File: src/rtl/multicycle_control_unit_if.sv
// rtl/multicycle_control_unit_if.sv - control-unit <-> datapath strobe and handshake bundle
interface multicycle_control_unit_if #(
  parameter int ALUOP_W = 3
);
  logic               run;
  logic [5:0]         op_code;
  logic               mem_ready;
  logic               PCWrite;
  logic               PCWriteCond;
  logic               IorD;
  logic               MemRead;
  logic               MemWrite;
  logic               IRWrite;
  logic               MemtoReg;
  logic               RegDst;
  logic               RegWrite;
  logic               ALUSrcA;
  logic               JumpAndLink;
  logic [1:0]         ALUSrcB;
  logic [1:0]         PCSource;
  logic [ALUOP_W-1:0] ALUOp;
  logic               instr_done;
  logic [1:0]         fault;

  modport master (
    input  run, op_code, mem_ready,
    output PCWrite, PCWriteCond, IorD, MemRead, MemWrite, IRWrite, MemtoReg,
           RegDst, RegWrite, ALUSrcA, JumpAndLink, ALUSrcB, PCSource, ALUOp,
           instr_done, fault
  );

  modport slave (
    output run, op_code, mem_ready,
    input  PCWrite, PCWriteCond, IorD, MemRead, MemWrite, IRWrite, MemtoReg,
           RegDst, RegWrite, ALUSrcA, JumpAndLink, ALUSrcB, PCSource, ALUOp,
           instr_done, fault
  );
endinterface

File: src/rtl/multicycle_control_unit.sv
// rtl/multicycle_control_unit.sv - multi-cycle MIPS control FSM with memory wait timeout and sticky fault
module multicycle_control_unit #(
  parameter int ALUOP_W     = 3,
  parameter int WAIT_W      = 8,
  parameter int MEM_TIMEOUT = 200
) (
  input  logic                     clk,
  input  logic                     reset_n,
  multicycle_control_unit_if.master bus
);

  typedef enum logic [3:0] {
    IDLE, FETCH, DECODE, EXEC_R, WB_ALU, EXEC_I, WB_IMM,
    MEM_ADDR, MEM_RD, WB_MEM, MEM_WR, BRANCH, JAL_ST, FAULT
  } state_t;

  // Counter value seen in the last permitted wait cycle; only meaningful when the timeout is enabled.
  localparam logic [WAIT_W-1:0] WAIT_LAST = WAIT_W'(MEM_TIMEOUT - 1);

  localparam logic [2:0] ALU_ADD   = 3'b000;
  localparam logic [2:0] ALU_SUB   = 3'b001;
  localparam logic [2:0] ALU_FUNCT = 3'b010;
  localparam logic [2:0] ALU_AND   = 3'b011;
  localparam logic [2:0] ALU_OR    = 3'b100;

  state_t            state;
  state_t            nextState;
  state_t            doneNext;
  logic [5:0]        opQ;
  logic [WAIT_W-1:0] waitCnt;
  logic [1:0]        faultQ;
  logic [1:0]        faultNext;
  logic [2:0]        aluOp3;
  logic              isWaitState;
  logic              waitExpired;

  assign isWaitState = (state == FETCH) || (state == MEM_RD) || (state == MEM_WR);
  // A ready in the final wait cycle still completes normally, so expiry requires mem_ready low.
  assign waitExpired = (MEM_TIMEOUT != 0) && !bus.mem_ready && (waitCnt == WAIT_LAST);
  assign doneNext    = bus.run ? FETCH : IDLE;
  assign bus.fault   = faultQ;

  // State, latched opcode, wait counter and fault code; everything returns to idle on reset.
  always_ff @(posedge clk or negedge reset_n) begin
    if (!reset_n) begin
      state   <= IDLE;
      opQ     <= 6'h00;
      waitCnt <= '0;
      faultQ  <= 2'b00;
    end else begin
      state  <= nextState;
      faultQ <= faultNext;
      if (state == DECODE) begin
        opQ <= bus.op_code;
      end
      if (nextState != state) begin
        waitCnt <= '0;
      end else if (isWaitState && !bus.mem_ready) begin
        waitCnt <= waitCnt + 1'b1;
      end
    end
  end

  // Next-state selection and per-state datapath strobes.
  always_comb begin
    nextState       = state;
    faultNext       = faultQ;
    aluOp3          = ALU_ADD;
    bus.PCWrite     = 1'b0;
    bus.PCWriteCond = 1'b0;
    bus.IorD        = 1'b0;
    bus.MemRead     = 1'b0;
    bus.MemWrite    = 1'b0;
    bus.IRWrite     = 1'b0;
    bus.MemtoReg    = 1'b0;
    bus.RegDst      = 1'b0;
    bus.RegWrite    = 1'b0;
    bus.ALUSrcA     = 1'b0;
    bus.JumpAndLink = 1'b0;
    bus.ALUSrcB     = 2'b00;
    bus.PCSource    = 2'b00;
    bus.instr_done  = 1'b0;

    case (state)
      IDLE: begin
        if (bus.run) nextState = FETCH;
      end

      FETCH: begin
        bus.MemRead = 1'b1;
        bus.ALUSrcB = 2'b01;
        bus.IRWrite = bus.mem_ready;
        bus.PCWrite = bus.mem_ready;
        if (bus.mem_ready) begin
          nextState = DECODE;
        end else if (waitExpired) begin
          nextState = FAULT;
          faultNext = 2'b10;
        end
      end

      DECODE: begin
        bus.ALUSrcB = 2'b11;
        case (bus.op_code)
          6'h00:               nextState = EXEC_R;
          6'h08, 6'h0C, 6'h0D: nextState = EXEC_I;
          6'h23, 6'h2B:        nextState = MEM_ADDR;
          6'h04:               nextState = BRANCH;
          6'h03:               nextState = JAL_ST;
          default: begin
            nextState = FAULT;
            faultNext = 2'b01;
          end
        endcase
      end

      EXEC_R: begin
        bus.ALUSrcA = 1'b1;
        aluOp3      = ALU_FUNCT;
        nextState   = WB_ALU;
      end

      WB_ALU: begin
        bus.RegDst     = 1'b1;
        bus.RegWrite   = 1'b1;
        bus.instr_done = 1'b1;
        nextState      = doneNext;
      end

      EXEC_I: begin
        bus.ALUSrcA = 1'b1;
        bus.ALUSrcB = 2'b10;
        case (opQ)
          6'h0C:   aluOp3 = ALU_AND;
          6'h0D:   aluOp3 = ALU_OR;
          default: aluOp3 = ALU_ADD;
        endcase
        nextState = WB_IMM;
      end

      WB_IMM: begin
        bus.RegWrite   = 1'b1;
        bus.instr_done = 1'b1;
        nextState      = doneNext;
      end

      MEM_ADDR: begin
        bus.ALUSrcA = 1'b1;
        bus.ALUSrcB = 2'b10;
        nextState   = (opQ == 6'h23) ? MEM_RD : MEM_WR;
      end

      MEM_RD: begin
        bus.IorD    = 1'b1;
        bus.MemRead = 1'b1;
        if (bus.mem_ready) begin
          nextState = WB_MEM;
        end else if (waitExpired) begin
          nextState = FAULT;
          faultNext = 2'b10;
        end
      end

      WB_MEM: begin
        bus.MemtoReg   = 1'b1;
        bus.RegWrite   = 1'b1;
        bus.instr_done = 1'b1;
        nextState      = doneNext;
      end

      MEM_WR: begin
        bus.IorD       = 1'b1;
        bus.MemWrite   = 1'b1;
        bus.instr_done = bus.mem_ready;
        if (bus.mem_ready) begin
          nextState = doneNext;
        end else if (waitExpired) begin
          nextState = FAULT;
          faultNext = 2'b10;
        end
      end

      BRANCH: begin
        bus.ALUSrcA     = 1'b1;
        aluOp3          = ALU_SUB;
        bus.PCWriteCond = 1'b1;
        bus.PCSource    = 2'b01;
        bus.instr_done  = 1'b1;
        nextState       = doneNext;
      end

      JAL_ST: begin
        bus.PCWrite     = 1'b1;
        bus.PCSource    = 2'b10;
        bus.RegWrite    = 1'b1;
        bus.JumpAndLink = 1'b1;
        bus.instr_done  = 1'b1;
        nextState       = doneNext;
      end

      default: begin
        nextState = FAULT;
      end
    endcase

    bus.ALUOp = ALUOP_W'(aluOp3);
  end

endmodule

File: src/flat_wrapper.sv
// flat-port wrapper written by rule: the top's interface ports become plain ports
module multicycle_control_unit_flat 
#(
  parameter int ALUOP_W     = 3,
  parameter int WAIT_W      = 8,
  parameter int MEM_TIMEOUT = 200
)
  (clk, reset_n, bus_run, bus_op_code, bus_mem_ready, bus_PCWrite, bus_PCWriteCond, bus_IorD, bus_MemRead, bus_MemWrite, bus_IRWrite, bus_MemtoReg, bus_RegDst, bus_RegWrite, bus_ALUSrcA, bus_JumpAndLink, bus_ALUSrcB, bus_PCSource, bus_ALUOp, bus_instr_done, bus_fault);
  multicycle_control_unit_if #(.ALUOP_W(ALUOP_W)) bus_i ();
  input  logic clk;
  input  logic reset_n;
  input wire logic [$bits(bus_i.run)-1:0] bus_run;
  input wire logic [$bits(bus_i.op_code)-1:0] bus_op_code;
  input wire logic [$bits(bus_i.mem_ready)-1:0] bus_mem_ready;
  output wire logic [$bits(bus_i.PCWrite)-1:0] bus_PCWrite;
  output wire logic [$bits(bus_i.PCWriteCond)-1:0] bus_PCWriteCond;
  output wire logic [$bits(bus_i.IorD)-1:0] bus_IorD;
  output wire logic [$bits(bus_i.MemRead)-1:0] bus_MemRead;
  output wire logic [$bits(bus_i.MemWrite)-1:0] bus_MemWrite;
  output wire logic [$bits(bus_i.IRWrite)-1:0] bus_IRWrite;
  output wire logic [$bits(bus_i.MemtoReg)-1:0] bus_MemtoReg;
  output wire logic [$bits(bus_i.RegDst)-1:0] bus_RegDst;
  output wire logic [$bits(bus_i.RegWrite)-1:0] bus_RegWrite;
  output wire logic [$bits(bus_i.ALUSrcA)-1:0] bus_ALUSrcA;
  output wire logic [$bits(bus_i.JumpAndLink)-1:0] bus_JumpAndLink;
  output wire logic [$bits(bus_i.ALUSrcB)-1:0] bus_ALUSrcB;
  output wire logic [$bits(bus_i.PCSource)-1:0] bus_PCSource;
  output wire logic [$bits(bus_i.ALUOp)-1:0] bus_ALUOp;
  output wire logic [$bits(bus_i.instr_done)-1:0] bus_instr_done;
  output wire logic [$bits(bus_i.fault)-1:0] bus_fault;
  assign bus_i.run = bus_run;
  assign bus_i.op_code = bus_op_code;
  assign bus_i.mem_ready = bus_mem_ready;
  assign bus_PCWrite = bus_i.PCWrite;
  assign bus_PCWriteCond = bus_i.PCWriteCond;
  assign bus_IorD = bus_i.IorD;
  assign bus_MemRead = bus_i.MemRead;
  assign bus_MemWrite = bus_i.MemWrite;
  assign bus_IRWrite = bus_i.IRWrite;
  assign bus_MemtoReg = bus_i.MemtoReg;
  assign bus_RegDst = bus_i.RegDst;
  assign bus_RegWrite = bus_i.RegWrite;
  assign bus_ALUSrcA = bus_i.ALUSrcA;
  assign bus_JumpAndLink = bus_i.JumpAndLink;
  assign bus_ALUSrcB = bus_i.ALUSrcB;
  assign bus_PCSource = bus_i.PCSource;
  assign bus_ALUOp = bus_i.ALUOp;
  assign bus_instr_done = bus_i.instr_done;
  assign bus_fault = bus_i.fault;
  multicycle_control_unit #(.ALUOP_W(ALUOP_W), .WAIT_W(WAIT_W), .MEM_TIMEOUT(MEM_TIMEOUT)) u_core (.clk(clk), .reset_n(reset_n), .bus(bus_i));
endmodule
File: config.mk
export PLATFORM = sky130hd
export DESIGN_NAME = multicycle_control_unit_flat
export DESIGN_NICKNAME = d
export VERILOG_FILES = /design/src/rtl/multicycle_control_unit_if.sv /design/src/rtl/multicycle_control_unit.sv /design/src/flat_wrapper.sv
export SDC_FILE = /design/constraint.sdc
export NUM_CORES = 1
export LEC_CHECK = 0
export BUFFER_PORTS_ARGS = -buffer_cell sky130_fd_sc_hd__clkbuf_2
export CORE_UTILIZATION = 46
export DETAILED_ROUTE_END_ITERATION = 16
export HOLD_SLACK_MARGIN = 0.06
export PLACE_DENSITY = 0.67
export SYNTH_ARGS = -nofsm -noshare
export SYNTH_HDL_FRONTEND = slang
export SYNTH_SLANG_ARGS = --single-unit
File: constraint.sdc
create_clock -name clk -period 5.55 [get_ports clk]
set_input_delay 1.11 -clock clk [delete_from_list [all_inputs] [get_ports clk]]
set_output_delay 1.11 -clock clk [all_outputs]
set_load 0.01 [all_outputs]
==> results of run 1 <==
## routing by layer
metal / track usage, % / wire length, um
met3: 1.79 / 113
met4: 9.52 / 57
met1: 33.5 / 1670
met2: 33.8 / 1600
met5: 0 / 0
## cells by family after synthesis
logic type	share of synthesized area (%)
adders and majority gates	0.863
buffers and inverters	5.01
muxes	5.35
xor gates and xnor gates	3.63
and+or+nand+nor	30.4
DFF	34.5
AOI/OAI and AO/OA	20.2
## power by group through the flow
stage | Combinational (mW) | Clock (mW) | Sequential (mW)
2_1_floorplan | 0.318 | 0 | 0.204
3_3_place_gp | 0.350 | 0 | 0.263
3_5_place_dp | 0.355 | 0 | 0.266
4_1_cts | 0.357 | 0.0922 | 0.262
5_1_grt | 0.396 | 0.0962 | 0.276
6_report | 0.355 | 0.0893 | 0.265
## stage by stage
step | cells | hold slack [ns] | power [mW]
finish | 242 | 0.543 | 0.709
global route | 242 | 0.556 | 0.769
CTS | 242 | 0.545 | 0.711
detailed placement | 238 | 0.516 | 0.621
global placement | 238 | 0.511 | 0.613
floorplan | 175 | 0.496 | 0.523
## placed cells by master (no fill, tap or decap), types with 2 or more instances in the layout
cell and instances:
o21a_1 3, nand3_1 2, clkbuf_2 30, nand4b_1 2, nand2b_1 5, nor3_1 7
nor4_1 8, or2_2 2, a31oi_1 2, a21oi_1 9, a2111oi_0 2, nand2_1 22
o22ai_1 3, dfrtp_1 20, inv_1 4, o211ai_1 2, mux2_2 6, and3_1 3
nor2_1 18, clkbuf_4 3, xnor2_1 2, xor2_1 4, nor2b_1 4, o21ai_0 9
## critical path: cells and delay by family, from the launching register on
family                 cells  cell delay [ns]
AOI/OAI and AO/OA          1             0.16
buffers and inverters      1             0.15
DFF                        1             0.72
and+or+nand+nor            3             0.69
## sequential cells by signal, indices dropped and copies added (netlist names)
register          cells
u_core.state          4
u_core.bus.fault      2
u_core.opQ            6
u_core.waitCnt        8
## final cells by class
cell class                      count  area (sq um)  share of cell area [%]
Clock buffer                        4          36.3                    2.22
Inverter                            4          15.0                   0.920
Multi-Input combinational cell    140           876                    53.6
Sequential cell                    20           500                    30.7
Tap cell                           44          55.1                    3.37
Timing Repair Buffer               30           150                    9.20
## Yosys cell counts, types with 2 or more instances
library cell,instances
a2111oi_0,2
a21oi_1,9
a31oi_1,2
and3_1,3
buf_1,3
buf_2,4
buf_4,3
dfrtp_1,20
inv_1,4
mux2_2,6
nand2_1,22
nand2b_1,5
nand3_1,2
nand4b_1,2
nor2_1,18
nor2b_1,4
nor3_1,7
nor4_1,8
o211ai_1,2
o21a_1,3
o21ai_0,9
o22ai_1,3
or2_2,2
xnor2_1,2
xor2_1,4
## worst min-delay path by stage
| stage | startpoint | endpoint | cells past startpoint |
|---|---|---|---|
| 2_1_floorplan | u_core.opQ[3]$_DFFE_PN0P_ | u_core.opQ[3]$_DFFE_PN0P_ | 1 |
| 3_3_place_gp | u_core.opQ[5]$_DFFE_PN0P_ | u_core.opQ[5]$_DFFE_PN0P_ | 1 |
| 3_5_place_dp | u_core.bus.fault[1]$_DFFE_PN0P_ | u_core.bus.fault[1]$_DFFE_PN0P_ | 1 |
| 4_1_cts | u_core.opQ[5]$_DFFE_PN0P_ | u_core.opQ[5]$_DFFE_PN0P_ | 1 |
| 5_1_grt | u_core.opQ[5]$_DFFE_PN0P_ | u_core.opQ[5]$_DFFE_PN0P_ | 1 |
| 6_report | u_core.opQ[5]$_DFFE_PN0P_ | u_core.opQ[5]$_DFFE_PN0P_ | 1 |
==> metrics.cfg, run 1 <==
[yosys]
yosys-top-cells-area=dfrtp_1 (35%), nand2_1 (5.7%), nor2_1 (4.7%), mux2_2 (4.7%), nor4_1 (3.5%)
syn_nets=186
ys_async_sr_fraction_pct=100
yosys_warnings=0
syn_inst=175
synth_flop_cell=dfrtp_1
synth_edf_count=0
ys_ff_latch=20
synth.distinct_cells=51
syn_area_sq_mm=0.00145
syn_avg_cell_area_sq_um=8.28
synth_seq_area_share_pct=34.5
post-synth-top-area-cell=dfrtp_1
synth_top_area_share_pct=34.5

[route]
via_per_inst=5.79
drcViolationCount=0
drt.antenna.violating_nets=0
dr.pass1.iters=4
routed_wl_um=3440
vias=1402
dr.first_iter.drc_count=177
wl_per_cell_um=14.2

[timing]
tightest_slew_ns=0.777
post-route-min-period_ns=3.16
period_share_pct=56.9
fin_skew_ns=0.00290
timing.slew.headroom_pct=48.2
rsz0062_at_grt=no
fmax_mhz=316
maxSlewViolCount=0
setup_viol=0
hold_violations=0
layout_setup_ws_ns=2.39
finalSetupTns_ns=0

[cells_and_area]
syn_to_final_growth_pct=12.7
antenna_cells=0
finalInstanceArea_sq_mm=0.00163
final_util_pct=53.9
fin_nets=210
fill_cells=313
drive_gt1_share_pct=23.7

[floorplan]
core_area_sq_mm=0.00303
row_count=20
dieArea_sq_mm=0.00338
die_h_um=58.1
die_w_um=58.1
start_util_pct=47.9
io_pins=31

[global_route]
grt_first_pass_wirelength_um=5910
antenna_found_initial=0
grt_max_degree=30
track_usage_pct=22.6
grt_pass1_vias=1224
overflow=0

[place]
port-buffer-count=30
hpwl_um=2510
dpl_cell_area_sq_mm=0.00160
place_ws_ns=2.56
place_congestion=0.884

[clock_tree]
cts_tree=yes
cts.clk_slew.worst_paths_ns=0.12
numClockSinks=20
holdBufCountCts=0
root_buffer=clkbuf_4
cts_buffer_depth=2
clkLatencyLatePin_ns=0.32
cts_setup_buffers=0
htree_levels=1
cts_made_buffers=3
cts.repair.resized=0

[worst_setup_path]
slowest_stage=dfrtp_1
cp_max_fo=20
critPathMaxStageDelay_ns=0.72
worstSetupEndpoint=bus_ALUOp[1]
critPathKind=flop to primary output
reg2reg_to=u_core.waitCnt[6]$_DFFE_PN0P_
ff2ff_setup_slack_ns=2.95
r2r-start=u_core.state[0]$_DFF_PN0_
crit_arrival_ns=2.05
crit_path_end_kind=primary output
crit_chain=nand2_1 > nor3b_1 > nand4_1 > o22ai_1 > clkbuf_2
crit_path_start=u_core.state[2]$_DFF_PN0_
start_kind=flop
reg2reg_depth=5
required_ns=4.44

[power]
power_leakage_nw=0.736
power_density_mw_per_mm2=434
p_sw_mw=0.335
intPower_mw=0.374
switching_share_pct=47.3
max-vdd-ir-drop_v=0.000143
p_seq_share_pct=37.3
pwr-share-comb_pct=50.1
clkPwrFrac_pct=12.6

[run_status]
outcome=finished clean

[hold_path]
hp-class=flop to flop

[run]
drv_cap=0

(Power assumes the default switching activity.)
==> run 2: changes to the inputs <==
==> constraint.sdc (replaced) <==
create_clock -name clk -period 3 [get_ports clk]
set_input_delay 0.6 -clock clk [delete_from_list [all_inputs] [get_ports clk]]
set_output_delay 0.6 -clock clk [all_outputs]
set_load 0.01 [all_outputs]
==> run 2 against run 1 <==
Compared with the run above: combinational power grew 100%; clock skew grew 0.0077 ns; sequential power grew 77%; count of clock-buffer cells in the layout shrank 1; first-iteration DRC count shrank 56%; critical endpoint is now bus_ALUOp[0]; largest power group unchanged.
==> metrics.cfg, run 2 (same netlist as run 1, synthesis figures left out) <==
[run_status]
outcome=finished clean  ; unchanged

[worst_setup_path]
crit_buf_inv=1  ; unchanged
reg2reg_to=u_core.waitCnt[6]$_DFFE_PN0P_  ; unchanged
required_ns=2.40  ; was 4.44 ns
crit_chain=nand2_1 > nor3b_1 > nand4_1 > o22ai_1 > clkbuf_2  ; unchanged
cp_max_fo=20  ; unchanged
start_kind=flop  ; unchanged
crit_path_end_kind=primary output  ; unchanged
critPathKind=flop to primary output  ; unchanged
crit_arrival_ns=2.03  ; was 2.05 ns
slowest_stage=dfrtp_1  ; unchanged
critPathTopFamily=flip-flops  ; unchanged
ff2ff_setup_slack_ns=0.56  ; was 2.95 ns
critPathMaxStageDelay_ns=0.72  ; about the same
reg2reg_depth=5  ; unchanged
r2r-start=u_core.state[1]$_DFF_PN0_  ; was u_core.state[0]$_DFF_PN0_
crit_path_start=u_core.state[2]$_DFF_PN0_  ; unchanged

[route]
routed_wl_um=3680  ; was 3440 um
drcViolationCount=0  ; unchanged
dr.pass1.iters=4  ; unchanged
drt.antenna.violating_nets=0  ; unchanged
vias=1441  ; was 1,402
via_per_inst=5.88  ; was 5.79
dr.first_iter.drc_count=78  ; was 177
wl_per_cell_um=15.0  ; was 14.2 um

[global_route]
track_usage_pct=23.0  ; was 22.6%
grt_first_pass_wirelength_um=5900  ; was 5910 um
overflow=0  ; unchanged
grt_pass1_vias=1279  ; was 1,224
grt_max_degree=23  ; was 30
antenna_found_initial=0  ; unchanged

[timing]
maxSlewViolCount=0  ; unchanged
post-route-min-period_ns=2.63
period_share_pct=87.5
rsz0062_at_grt=no  ; unchanged
fin_skew_ns=0.0106  ; was 0.00290 ns
timing.slew.headroom_pct=57.6  ; was 48.2%
hold_violations=0  ; unchanged
fmax_mhz=381
finalSetupTns_ns=0  ; unchanged
setup_viol=0  ; unchanged
tightest_slew_ns=0.635  ; was 0.777 ns

[place]
port-buffer-count=30  ; unchanged
hpwl_um=2810  ; was 2510 um
place_congestion=0.824  ; was 0.884

[floorplan]
dieArea_sq_mm=0.00338  ; unchanged
die_h_um=58.1  ; unchanged
io_pins=31  ; unchanged
core_area_sq_mm=0.00303  ; unchanged
row_count=20  ; unchanged
start_util_pct=47.9  ; unchanged
die_w_um=58.1  ; unchanged

[clock_tree]
cts_buffer_depth=2  ; unchanged
root_buffer=clkbuf_4  ; unchanged
cts_made_buffers=3  ; unchanged
numClockSinks=20  ; unchanged
cts_setup_buffers=0  ; unchanged
cts_tree=yes  ; unchanged
htree_levels=1  ; unchanged
cts.clk_slew.worst_paths_ns=0.12  ; about the same
cts.repair.resized=0  ; unchanged
holdBufCountCts=0  ; unchanged
clkLatencyLatePin_ns=0.31  ; was 0.32 ns

[power]
max-vdd-ir-drop_v=0.000403  ; was 0.000143 V
finalPower_mw=1.41  ; was 0.709 mW
power_leakage_nw=0.758  ; was 0.736 nW
power_density_mw_per_mm2=841  ; was 434 mW/mm^2

[cells_and_area]
drive_gt1_share_pct=24.9  ; was 23.7%
mostFrequentLayoutCells=clkbuf_2 (30), nand2_1 (22), dfrtp_1 (20), nor2_1 (18)  ; unchanged
fin_nets=213  ; was 210
syn_to_final_growth_pct=15.4  ; was 12.7%
largest_register_ffs=8  ; unchanged
reg_top3=u_core.waitCnt: 8 flops, u_core.opQ: 6 flops, u_core.state: 4 flops  ; unchanged
layout_commonest_cell=clkbuf_2  ; unchanged
regMostFlops=u_core.waitCnt  ; unchanged
antenna_cells=0  ; unchanged
final_util_pct=55.2  ; was 53.9%

[run]
drv_cap=0  ; unchanged

[hold_path]
hp-class=input pin to async pin  ; was flop to flop

[run 2: cell types whose count changed in the layout (fill, tap and decap cells not counted), sizes merged]
cell | previous run | this run
bufinv | 0 | 1
clkbuf | 34 | 33
buf | 0 | 3
[run 2: per-layer routing]
metal  vias to the layer above  share of wire (%)  global-route usage [%]
li1                        693                  -                       -
met1                       692                 44                    31.9
met2                        50                 49                    36.9
met3                         6                5.5                    2.68
met4                         0                1.5                    8.50
met5                         -                  0                       0
[run 2: power by group]
group	switching, mW	internal, mW	total [mW]
sequential	0.133	0.335	0.468
combinational	0.414	0.303	0.717
clock	0.0866	0.135	0.222
total	0.633	0.773	1.41
[run 2: worst max path at each step]
stage	end	slack, ns	depth (start not counted)
after floorplan	bus_PCSource[0]	0.87	6
after global placement	u_core.waitCnt[2]$_DFFE_PN0P_	0.61	7
after detailed placement	u_core.waitCnt[7]$_DFFE_PN0P_	0.54	7
after CTS	bus_ALUOp[1]	0.38	5
after global routing	bus_ALUOp[1]	0.19	5
final	bus_ALUOp[0]	0.37	5
[run 2: stage by stage]
stage / cells / area, sq um / hold slack (ns) / setup slack (ns)
global placement: 241 / 1620 / 0.479 / 0.607
global route: 245 / 1670 / 0.259 / 0.195
floorplan: 175 / 1450 / 0.304 / 0.872
CTS: 245 / 1670 / 0.247 / 0.384
detailed placement: 241 / 1620 / 0.504 / 0.540
finish: 245 / 1670 / 0.237 / 0.374
[run 2: layout make-up]
cell class	count	area (sq um)
repair buffers	33	173
clock buffers	3	22.5
fillers	292	1360
well taps	44	55.1
clock inverters	1	30.0
flip-flops and latches	20	500
inverters	4	15.0
multi-input cells	140	876
==> run 3: changes to the inputs <==
--- a/config.mk
+++ b/config.mk
@@ -6,6 +6,7 @@
 export NUM_CORES = 1
 export LEC_CHECK = 0
 export BUFFER_PORTS_ARGS = -buffer_cell sky130_fd_sc_hd__clkbuf_2
+export CORE_ASPECT_RATIO = 1.5
 export CORE_UTILIZATION = 46
 export DETAILED_ROUTE_END_ITERATION = 16
 export HOLD_SLACK_MARGIN = 0.06
==> run 3 against run 2 <==
Compared with the run above: setup slack better by 0.047 ns; largest power group unchanged; core utilization up 1.2 points; count of clock-buffer cells in the layout up 1; via count down 1.2%.
==> metrics.cfg, run 3 (same netlist as run 1, synthesis figures left out) <==
[run_status]
outcome=finished clean  ; unchanged

[worst_setup_path]
r2r-start=u_core.state[1]$_DFF_PN0_  ; unchanged
reg2reg_depth=5  ; unchanged
slowest_stage=dfrtp_1  ; unchanged
ff2ff_setup_slack_ns=0.53  ; was 0.56 ns
start_kind=flop  ; unchanged
worstSetupEndpoint=bus_ALUOp[0]  ; unchanged
critPathTopFamily=flip-flops  ; unchanged
crit_buf_inv=1  ; unchanged
crit_path_start=u_core.state[2]$_DFF_PN0_  ; unchanged
crit_cells=5  ; unchanged
reg2reg_to=u_core.waitCnt[6]$_DFFE_PN0P_  ; unchanged
required_ns=2.40  ; about the same
crit_chain=nand2_1 > nor3b_1 > nand4_1 > o22ai_1 > clkbuf_2  ; unchanged
crit_arrival_ns=1.98  ; was 2.03 ns
critPathMaxStageDelay_ns=0.74  ; was 0.72 ns
crit_path_end_kind=primary output  ; unchanged
critPathKind=flop to primary output  ; unchanged
cp_max_fo=20  ; unchanged

[floorplan]
start_util_pct=49.2  ; was 47.9%
row_count=24  ; was 20
dieArea_sq_mm=0.00338  ; about the same
io_pins=31  ; unchanged
die_h_um=70.7  ; was 58.1 um
core_area_sq_mm=0.00294  ; was 0.00303 sq mm
die_w_um=47.8  ; was 58.1 um

[route]
vias=1424  ; was 1,441
dr.pass1.iters=4  ; unchanged
dr.first_iter.drc_count=57  ; was 78
routed_wl_um=3650  ; was 3680 um
wl_per_cell_um=15.3  ; was 15.0 um
drcViolationCount=0  ; unchanged
drt.antenna.violating_nets=0  ; unchanged
via_per_inst=5.96  ; was 5.88

[cells_and_area]
mostFrequentLayoutCells=clkbuf_2 (30), nand2_1 (22), dfrtp_1 (20), nor2_1 (18)  ; unchanged
largest_register_ffs=8  ; unchanged
regMostFlops=u_core.waitCnt  ; unchanged
antenna_cells=0  ; unchanged
fill_cells=296  ; was 292
drive_gt1_share_pct=24.5  ; was 24.9%
register_area_sq_um=500  ; unchanged
finalInstanceArea_sq_mm=0.00166  ; was 0.00167 sq mm
syn_to_final_growth_pct=14.6  ; was 15.4%
multi_input_comb_area_sq_um=876  ; unchanged
fin_nets=212  ; was 213
layout_commonest_cell=clkbuf_2  ; unchanged
reg_top3=u_core.waitCnt: 8 flops, u_core.opQ: 6 flops, u_core.state: 4 flops  ; unchanged
final_util_pct=56.4  ; was 55.2%

[clock_tree]
cts_tree=yes  ; unchanged
cts_made_buffers=3  ; unchanged
clkLatencyLatePin_ns=0.25  ; was 0.31 ns
holdBufCountCts=0  ; unchanged
root_buffer=clkbuf_8  ; was clkbuf_4
cts_setup_buffers=0  ; unchanged
htree_levels=1  ; unchanged
numClockSinks=20  ; unchanged
cts.clk_slew.worst_paths_ns=0.08  ; was 0.12 ns
cts_buffer_depth=2  ; unchanged
cts.repair.resized=0  ; unchanged

[timing]
period_share_pct=86.0  ; was 87.5%
tightest_slew_ns=0.663  ; was 0.635 ns
fmax_mhz=388  ; was 381 MHz
hold_violations=0  ; unchanged
setup_viol=0  ; unchanged
maxSlewViolCount=0  ; unchanged
rsz0062_at_grt=no  ; unchanged
post-route-min-period_ns=2.58  ; was 2.63 ns
worst_hold_slack_ns=0.297  ; was 0.237 ns
timing.slew.headroom_pct=55.8  ; was 57.6%
finalSetupTns_ns=0  ; unchanged
fin_skew_ns=0.00269  ; was 0.0106 ns

[global_route]
antenna_found_initial=0  ; unchanged
grt_max_degree=23  ; unchanged
grt_pass1_vias=1266  ; was 1,279
grt_first_pass_wirelength_um=5660  ; was 5900 um
track_usage_pct=22.7  ; was 23.0%
overflow=0  ; unchanged

[power]
max-vdd-ir-drop_v=0.000519  ; was 0.000403 V
power_density_mw_per_mm2=833  ; was 841 mW/mm^2
power_leakage_nw=0.754  ; was 0.758 nW

[place]
dpl_cell_area_sq_mm=0.00161  ; was 0.00162 sq mm
port-buffer-count=30  ; unchanged
hpwl_um=2760  ; was 2810 um
place_congestion=0.918  ; was 0.824

[run]
drv_cap=0  ; unchanged

[hold_path]
hp-class=input pin to async pin  ; unchanged

[run 3: metal layers]
layer  track usage (%)  up-vias  routed length, um
met5                 0        -                  0
met4              7.10        0                 74
met2              38.3       50               1890
met3              2.30        6                138
li1                  -      690                  -
met1              29.2      678               1550
[run 3: where the power goes]
part           internal, mW  leakage (nW)  switching, mW
registers             0.335         0.258          0.145
clock network         0.117        0.0288         0.0892
logic                 0.295         0.467          0.402
total                 0.746         0.754          0.636
[run 3: area by class of cell]
type / count / share of cell area [%]
Multi-Input combinational cell: 140 / 52.8
Tap cell: 39 / 2.94
Inverter: 4 / 0.904
Timing Repair Buffer: 32 / 9.95
Clock buffer: 4 / 3.32
Sequential cell: 20 / 30.1
[run 3: worst min-delay path by stage]
stage / from / to / slack (ns) / depth (start not counted)
floorplan: reset_n / u_core.bus.fault[0]$_DFFE_PN0P_ / 0.30 / 0
global placement: u_core.bus.fault[1]$_DFFE_PN0P_ / u_core.bus.fault[1]$_DFFE_PN0P_ / 0.48 / 1
detailed placement: u_core.bus.fault[1]$_DFFE_PN0P_ / u_core.bus.fault[1]$_DFFE_PN0P_ / 0.49 / 1
CTS: reset_n / u_core.opQ[5]$_DFFE_PN0P_ / 0.31 / 1
global route: reset_n / u_core.opQ[5]$_DFFE_PN0P_ / 0.33 / 1
finish: reset_n / u_core.opQ[0]$_DFFE_PN0P_ / 0.30 / 1
[run 3: through the flow]
step,cells,power (mW),setup WS [ns]
6_report,239,1.38,0.421
5_1_grt,239,1.49,0.250
4_1_cts,239,1.38,0.415
3_5_place_dp,235,1.17,0.567
3_3_place_gp,235,1.15,0.592
2_1_floorplan,175,0.967,0.872
